$ cat config.mk
export PLATFORM = sky130hd
export DESIGN_NAME = tick_gen_multi
export DESIGN_NICKNAME = d
export VERILOG_FILES = /design/src/rtl/tick_gen_pkg.sv /design/src/rtl/tick_gen_chan.sv /design/src/rtl/tick_gen_multi.sv
export SDC_FILE = /design/constraint.sdc
export NUM_CORES = 1
export LEC_CHECK = 0
export ABC_AREA = 1
export CORE_ASPECT_RATIO = 0.9
export CORE_MARGIN = 4
export CORE_UTILIZATION = 66
export DETAILED_ROUTE_END_ITERATION = 16
export DONT_BUFFER_PORTS = 1
export PLACE_DENSITY = 0.82
export SLEW_MARGIN = 20
export SYNTH_ARGS = -nofsm -noshare
export SYNTH_HDL_FRONTEND = slang
export SYNTH_SLANG_ARGS = --single-unit
$ cat constraint.sdc
create_clock -name clk10 -period 2.9 [get_ports clk10]
set_input_delay 0.58 -clock clk10 [delete_from_list [all_inputs] [get_ports clk10]]
set_output_delay 0.58 -clock clk10 [all_outputs]
set_load 0.02 [all_outputs]
$ cat src/rtl/tick_gen_pkg.sv
// rtl/tick_gen_pkg.sv - shared types and constants for the multi-channel tick generator
package tick_gen_pkg;

    typedef enum logic [1:0] {
        ST_IDLE = 2'd0,
        ST_RUN  = 2'd1,
        ST_DONE = 2'd2
    } state_t;

    localparam logic MODE_PERIODIC = 1'b0;
    localparam logic MODE_ONESHOT  = 1'b1;

    localparam int DEF_CNT_W = 26;

endpackage

$ cat src/rtl/tick_gen_chan.sv
// rtl/tick_gen_chan.sv - one tick channel: FSM, counter, shadow config, square wave
module tick_gen_chan
    import tick_gen_pkg::*;
#(
    parameter int CNT_W       = DEF_CNT_W,
    parameter int DEFAULT_DIV = 10000000
) (
    input  logic             clk10,
    input  logic             reset,
    input  logic             load,
    input  logic [CNT_W-1:0] load_div,
    input  logic             load_mode,
    input  logic             run_en,
    input  logic             sync,
    output logic             tick,
    output logic             sq,
    output logic             busy
);

    state_t           state_q, state_d;
    logic [CNT_W-1:0] cnt_q, cnt_d;
    logic [CNT_W-1:0] div_q, div_d;
    logic [CNT_W-1:0] shd_div_q, shd_div_d;
    logic             mode_q, mode_d;
    logic             shd_mode_q, shd_mode_d;
    logic             pend_q, pend_d;
    logic             tick_q, tick_d;
    logic             sq_q, sq_d;
    logic             busy_q, busy_d;

    logic [CNT_W-1:0] nxt_div;
    logic             nxt_mode;
    logic             nxt_pend;
    logic             term;

    // Next-state logic; a write arriving on the same edge as an apply point wins over the shadow
    always_comb begin
        nxt_pend   = load | pend_q;
        nxt_div    = load ? load_div  : shd_div_q;
        nxt_mode   = load ? load_mode : shd_mode_q;
        term       = (cnt_q == div_q - CNT_W'(1));
        state_d    = state_q;
        cnt_d      = cnt_q;
        div_d      = div_q;
        mode_d     = mode_q;
        shd_div_d  = shd_div_q;
        shd_mode_d = shd_mode_q;
        pend_d     = pend_q;
        tick_d     = 1'b0;
        sq_d       = sq_q;
        case (state_q)
            ST_IDLE: begin
                if (load) begin
                    div_d  = load_div;
                    mode_d = load_mode;
                end
                // A zero divisor keeps the channel parked
                if (run_en && div_d != '0) begin
                    state_d = ST_RUN;
                    cnt_d   = '0;
                end
            end
            ST_RUN: begin
                if (!run_en) begin
                    state_d = ST_IDLE;
                    cnt_d   = '0;
                    sq_d    = 1'b0;
                    pend_d  = 1'b0;
                    if (nxt_pend) begin
                        div_d  = nxt_div;
                        mode_d = nxt_mode;
                    end
                end else if (sync) begin
                    cnt_d  = '0;
                    pend_d = 1'b0;
                    if (nxt_pend) begin
                        div_d  = nxt_div;
                        mode_d = nxt_mode;
                    end
                    if (div_d == '0) state_d = ST_IDLE;
                end else if (term) begin
                    cnt_d  = '0;
                    tick_d = 1'b1;
                    sq_d   = ~sq_q;
                    pend_d = 1'b0;
                    if (nxt_pend) begin
                        div_d  = nxt_div;
                        mode_d = nxt_mode;
                    end
                    // The tick just issued belongs to the old configuration
                    if (mode_q == MODE_ONESHOT) state_d = ST_DONE;
                    else if (div_d == '0)       state_d = ST_IDLE;
                end else begin
                    cnt_d = cnt_q + CNT_W'(1);
                    if (load) begin
                        shd_div_d  = load_div;
                        shd_mode_d = load_mode;
                        pend_d     = 1'b1;
                    end
                end
            end
            ST_DONE: begin
                if (load) begin
                    div_d  = load_div;
                    mode_d = load_mode;
                end
                if (!run_en) begin
                    state_d = ST_IDLE;
                end else if (load) begin
                    state_d = (load_div != '0) ? ST_RUN : ST_IDLE;
                    cnt_d   = '0;
                end
            end
            default: state_d = ST_IDLE;
        endcase
        busy_d = (state_d == ST_RUN);
    end

    // State and output registers; reset also discards any pending shadow write
    always_ff @(posedge clk10) begin
        if (!reset) begin
            state_q    <= ST_IDLE;
            cnt_q      <= '0;
            div_q      <= CNT_W'(DEFAULT_DIV);
            mode_q     <= MODE_PERIODIC;
            shd_div_q  <= '0;
            shd_mode_q <= MODE_PERIODIC;
            pend_q     <= 1'b0;
            tick_q     <= 1'b0;
            sq_q       <= 1'b0;
            busy_q     <= 1'b0;
        end else begin
            state_q    <= state_d;
            cnt_q      <= cnt_d;
            div_q      <= div_d;
            mode_q     <= mode_d;
            shd_div_q  <= shd_div_d;
            shd_mode_q <= shd_mode_d;
            pend_q     <= pend_d;
            tick_q     <= tick_d;
            sq_q       <= sq_d;
            busy_q     <= busy_d;
        end
    end

    assign tick = tick_q;
    assign sq   = sq_q;
    assign busy = busy_q;

endmodule

$ cat src/rtl/tick_gen_multi.sv
// rtl/tick_gen_multi.sv - multi-channel clock-enable generator; TICKGEN_SYNC_EN adds sync_in
module tick_gen_multi
    import tick_gen_pkg::*;
#(
    parameter int  NUM_CH      = 4,
    parameter int  CNT_W       = DEF_CNT_W,
    parameter int  DEFAULT_DIV = 10000000,
    localparam int CH_W        = (NUM_CH > 1) ? $clog2(NUM_CH) : 1
) (
    input  logic              clk10,
    input  logic              reset,
    input  logic              cfg_wr,
    input  logic [CH_W-1:0]   cfg_ch,
    input  logic [CNT_W-1:0]  cfg_div,
    input  logic              cfg_mode,
    output logic              cfg_ack,
    input  logic [NUM_CH-1:0] run_en,
`ifdef TICKGEN_SYNC_EN
    input  logic              sync_in,
`endif
    output logic [NUM_CH-1:0] tick,
    output logic [NUM_CH-1:0] sq,
    output logic [NUM_CH-1:0] busy
);

    localparam int CH_W1 = CH_W + 1;

    logic [NUM_CH-1:0] load;
    logic              sync_w;
    logic              cfg_ack_q, cfg_ack_d;

`ifdef TICKGEN_SYNC_EN
    assign sync_w = sync_in;
`else
    assign sync_w = 1'b0;
`endif

    // Decode the write into per-channel load strobes; an out-of-range index matches nothing
    always_comb begin
        load = '0;
        for (int i = 0; i < NUM_CH; i++) begin
            if (cfg_wr && ({1'b0, cfg_ch} == CH_W1'(i))) load[i] = 1'b1;
        end
        cfg_ack_d = |load;
    end

    // Acknowledge accepted writes one cycle later
    always_ff @(posedge clk10) begin
        if (!reset) cfg_ack_q <= 1'b0;
        else        cfg_ack_q <= cfg_ack_d;
    end

    assign cfg_ack = cfg_ack_q;

    for (genvar g = 0; g < NUM_CH; g++) begin : g_ch
        tick_gen_chan #(
            .CNT_W       (CNT_W),
            .DEFAULT_DIV (DEFAULT_DIV)
        ) u_chan (
            .clk10     (clk10),
            .reset     (reset),
            .load      (load[g]),
            .load_div  (cfg_div),
            .load_mode (cfg_mode),
            .run_en    (run_en[g]),
            .sync      (sync_w),
            .tick      (tick[g]),
            .sq        (sq[g]),
            .busy      (busy[g])
        );
    end

endmodule

==> flow_summary.ini, run 1 <==
[cts]
clkSinkCount = 345
cts_root_buf = clkbuf_16
cts_buffer_depth = 3
clock_latency_ns = 0.57
numCtsBuffers = 40
clkTransAtPathRegs_ns = 0.06
htree_levels = 2
cts_tree = built
hold_buffers = 0

[floorplan]
io_pins = 49
rows = 68
core-area_sq_mm = 0.03829
start_util_pct = 66.69
die_h_microns = 194.6
fp.dieArea_sq_mm = 0.04190
die_x_microns = 215.3

[synthesis]
synth-seq-cells = 345
synth_nets = 4336
synth_area_sq_mm = 0.02553
synth_edf_count = 0
synth_area_leaders = dfxtp_1 (27%), nand2_1 (18%), nand3_1 (6.9%)
async_flop_share_pct = 0
post_synth.cell_area_avg_sq_um = 5.949
synth_cell_types = 45
synth_commonest_cells = nand2_1 (1213), nor2_1 (460), inv_1 (437)
synth-main-ff-cell = dfxtp_1
synth_top_area_share_pct = 27.05
synth_most_common_cell = nand2_1
ys_seq_area_share_pct = 27.05
ys.warnings.count = 0
syn_inst = 4292
synth_largest_area_cell = dfxtp_1

[power]
intPower_w = 0.008906
swShare_pct = 32.05
switchingPower_w = 0.004200
power_frac_seq_pct = 39.8
worst_ir_drop_vdd_mv = 0.5826
p_clk_share_pct = 39.5
power.density_mw_per_mm2 = 484.0
p_total_w = 0.01311
p_comb_share_pct = 20.7
p_leak_nw = 11.17

[detailed_routing]
drt_wl_total_mm = 76.09
drc = 0
ant_nets = 0
drtIter0Drc = 3267
vias = 27520
viasPerCell = 5.860
wl_per_cell_microns = 16.20
drt_first_pass_iters = 6

[timing]
relSlewSlack_pct = 57.65
finalHoldViolCount = 0
max_slew.worst_pin.slew_ns = 0.6338
skew_ns = 0.01960
max_clock_freq_mhz = 370.8
period_needed_ns = 2.697
setup_viol = 0
timing.final.ws_setup_ns = 0.2034
maxSlewViolCount = 0
period_share_pct = 92.99

[worst_hold_path]
hold_depth = 2
min_from = cfg_wr
hold_path_class = input port to register
holdPathEnd = cfg_ack$_SDFF_PN0_

[worst_setup_path]
reg2reg_slack_ns = 0.20
crit_path_max_fanout = 15
slowest_stage = dfxtp_1
slowest_delay_ns = 0.36
arrival_ns = 3.18
worstPathCellList = nor2_1, nand2_1, nor2_2, nand2_1, nor2_1, xor2_1, nand2_1, nor2_1, nand3_2, nand2_4, buf_4, nand3_1, nand2_1, inv_1, nor2_1
worstReg2RegEnd = g_ch[0].u_chan.mode_q$_SDFFE_PN0P_
reg2reg_depth = 15
path_class = register to register
rr_startpoint = g_ch[0].u_chan.div_q[5]$_SDFFE_PN0P_
end_kind = register
start_kind = register
required_ns = 3.39

[placement]
numPortBuffers = 0
dp_cells = 4620
place_area_sq_mm = 0.02560
routabilityCongestion = 0.9693
post-place-ws_ns = 0.03339
hpwlAfterDp_mm = 53.17

[cells_and_area]
finalNonFillerCells = 4697
area_growth_pct = 6.062
postLayoutCoreUtil_pct = 70.73
stdcell_area_sq_mm = 0.02708
num-nets-final = 4222
drive_above_1_share_pct = 6.180
fillers = 3427
antenna_cells = 0

[global_route]
grt_overflow_total = 0
grt_pass1_vias = 24390
grt_pass1_wl_mm = 122.6
grt_max_degree = 126
antenna_found_initial = 1
grt_util_all_layers_pct = 34.58

[run_status]
status = finished clean

[job]
cap_violations = 0
## metal layers
layer / up-vias / part of all wire, % / wire [microns] / global-route usage [%]
met5: - / 0.030 / 23 / 0
met4: 4 / 3.2 / 2455 / 12.05
met3: 196 / 11 / 8569 / 7.957
met2: 1337 / 43 / 32460 / 52.92
met1: 12290 / 43 / 32580 / 48.14
li1: 13690 / - / - / -
## repair_timing
action / 4_1_cts / 5_1_grt
endpoints found under the hold margin: 0 / 0
endpoints found under the setup margin: 0 / 196
setup buffers: 0 / 3
gates resized for setup: 0 / 15
## power by group through the flow
stage	combinational, W	sequential (W)	clock (W)
after floorplan	0.00216	0.00521	0
after CTS	0.00261	0.00521	0.00524
after global placement	0.00255	0.00531	0
after detailed placement	0.00259	0.00531	0
final	0.00271	0.00522	0.00518
after global routing	0.00307	0.00524	0.00541
## flip-flops by register name, summed over array words and instances (netlist names)
name,cells
g_ch.u_chan.div_q,104
cfg_ack,1
g_ch.u_chan.tick,4
g_ch.u_chan.mode_q,4
g_ch.u_chan.sq,4
g_ch.u_chan.busy,4
g_ch.u_chan.shd_mode_q,4
g_ch.u_chan.state_q,8
g_ch.u_chan.pend_q,4
g_ch.u_chan.cnt_q,104
g_ch.u_chan.shd_div_q,104
## cell families (layout without fill, tap and decap cells)
| family | Yosys count | in the layout | synth area share [%] |
|---|---|---|---|
| adder cells (fa/ha/maj) | 8 | 8 | 0.3920 |
| buffers and inverters | 694 | 608 | 12.03 |
| flip-flops | 345 | 345 | 27.05 |
| AO/OA/AOI/OAI | 705 | 705 | 14.17 |
| AND/OR/NAND/NOR | 2367 | 2368 | 40.35 |
| multiplexers | 15 | 15 | 0.5929 |
| XOR/XNOR | 158 | 158 | 5.420 |
## how the worst max path moves through the flow
stage | slack (ns) | endpoint | cells past startpoint | start
global route | -0.06 | g_ch[3].u_chan.cnt_q[3]$_SDFFE_PN0P_ | 16 | g_ch[3].u_chan.div_q[0]$_SDFFE_PN0P_
detailed placement | 0.03 | g_ch[0].u_chan.div_q[17]$_SDFFE_PN0P_ | 15 | g_ch[0].u_chan.div_q[0]$_SDFFE_PN0P_
global placement | 0.04 | g_ch[0].u_chan.div_q[3]$_SDFFE_PN0P_ | 15 | g_ch[0].u_chan.div_q[0]$_SDFFE_PN0P_
floorplan | 0.59 | g_ch[3].u_chan.div_q[7]$_SDFFE_PN1P_ | 16 | g_ch[3].u_chan.div_q[0]$_SDFFE_PN0P_
finish | 0.20 | g_ch[0].u_chan.mode_q$_SDFFE_PN0P_ | 15 | g_ch[0].u_chan.div_q[5]$_SDFFE_PN0P_
CTS | 0.02 | g_ch[0].u_chan.div_q[4]$_SDFFE_PN0P_ | 15 | g_ch[0].u_chan.div_q[0]$_SDFFE_PN0P_
## worst max-delay path: cells and delay by family (launching register included)
| family | cells | cell delay, ns |
|---|---|---|
| xor gates and xnor gates | 1 | 0.29 |
| buffers and inverters | 2 | 0.25 |
| DFF | 1 | 0.36 |
| and+or+nand+nor | 12 | 1.72 |
## layout by cell type, fill, tap and decap left out, types with 55 or more instances in the layout
cell type  count
xor2_1        99
xnor2_1       59
o21ai_1       55
nor2_1       453
a21oi_1      264
inv_1        435
buf_4         58
nand4_1      151
o21ai_0      342
dfxtp_1      345
nand2_1     1212
nand3_1      352
## metrics by stage
step,setup TNS (ns),hold WS (ns)
after CTS,0,0.08935
final,0,0.1168
after global routing,-1.009,0.1056
after global placement,0,0.4309
after floorplan,0,0.4236
after detailed placement,0,0.4372
## area by class of cell
| cell class | instances | area, sq um | area share (%) |
|---|---|---|---|
| Multi-Input combinational cell | 3254 | 15630 | 57.71 |
| Timing Repair Buffer | 81 | 887.1 | 3.276 |
| Clock buffer | 53 | 1131 | 4.177 |
| Inverter | 456 | 1727 | 6.376 |
| Sequential cell | 345 | 6907 | 25.50 |
| Tap cell | 490 | 613.1 | 2.264 |
| Clock inverter | 18 | 188.9 | 0.6977 |
No activity file was read; power rests on OpenSTA's default activity.
==> run 2, diff against run 1 <==
--- a/config.mk
+++ b/config.mk
@@ -9,6 +9,7 @@
 export CORE_ASPECT_RATIO = 0.9
 export CORE_MARGIN = 4
 export CORE_UTILIZATION = 66
+export CTS_CLUSTER_SIZE = 24
 export DETAILED_ROUTE_END_ITERATION = 16
 export DONT_BUFFER_PORTS = 1
 export PLACE_DENSITY = 0.82
==> results of run 2 <==
Same layout as run 1: the final DEF is identical, and so are final timing and power.
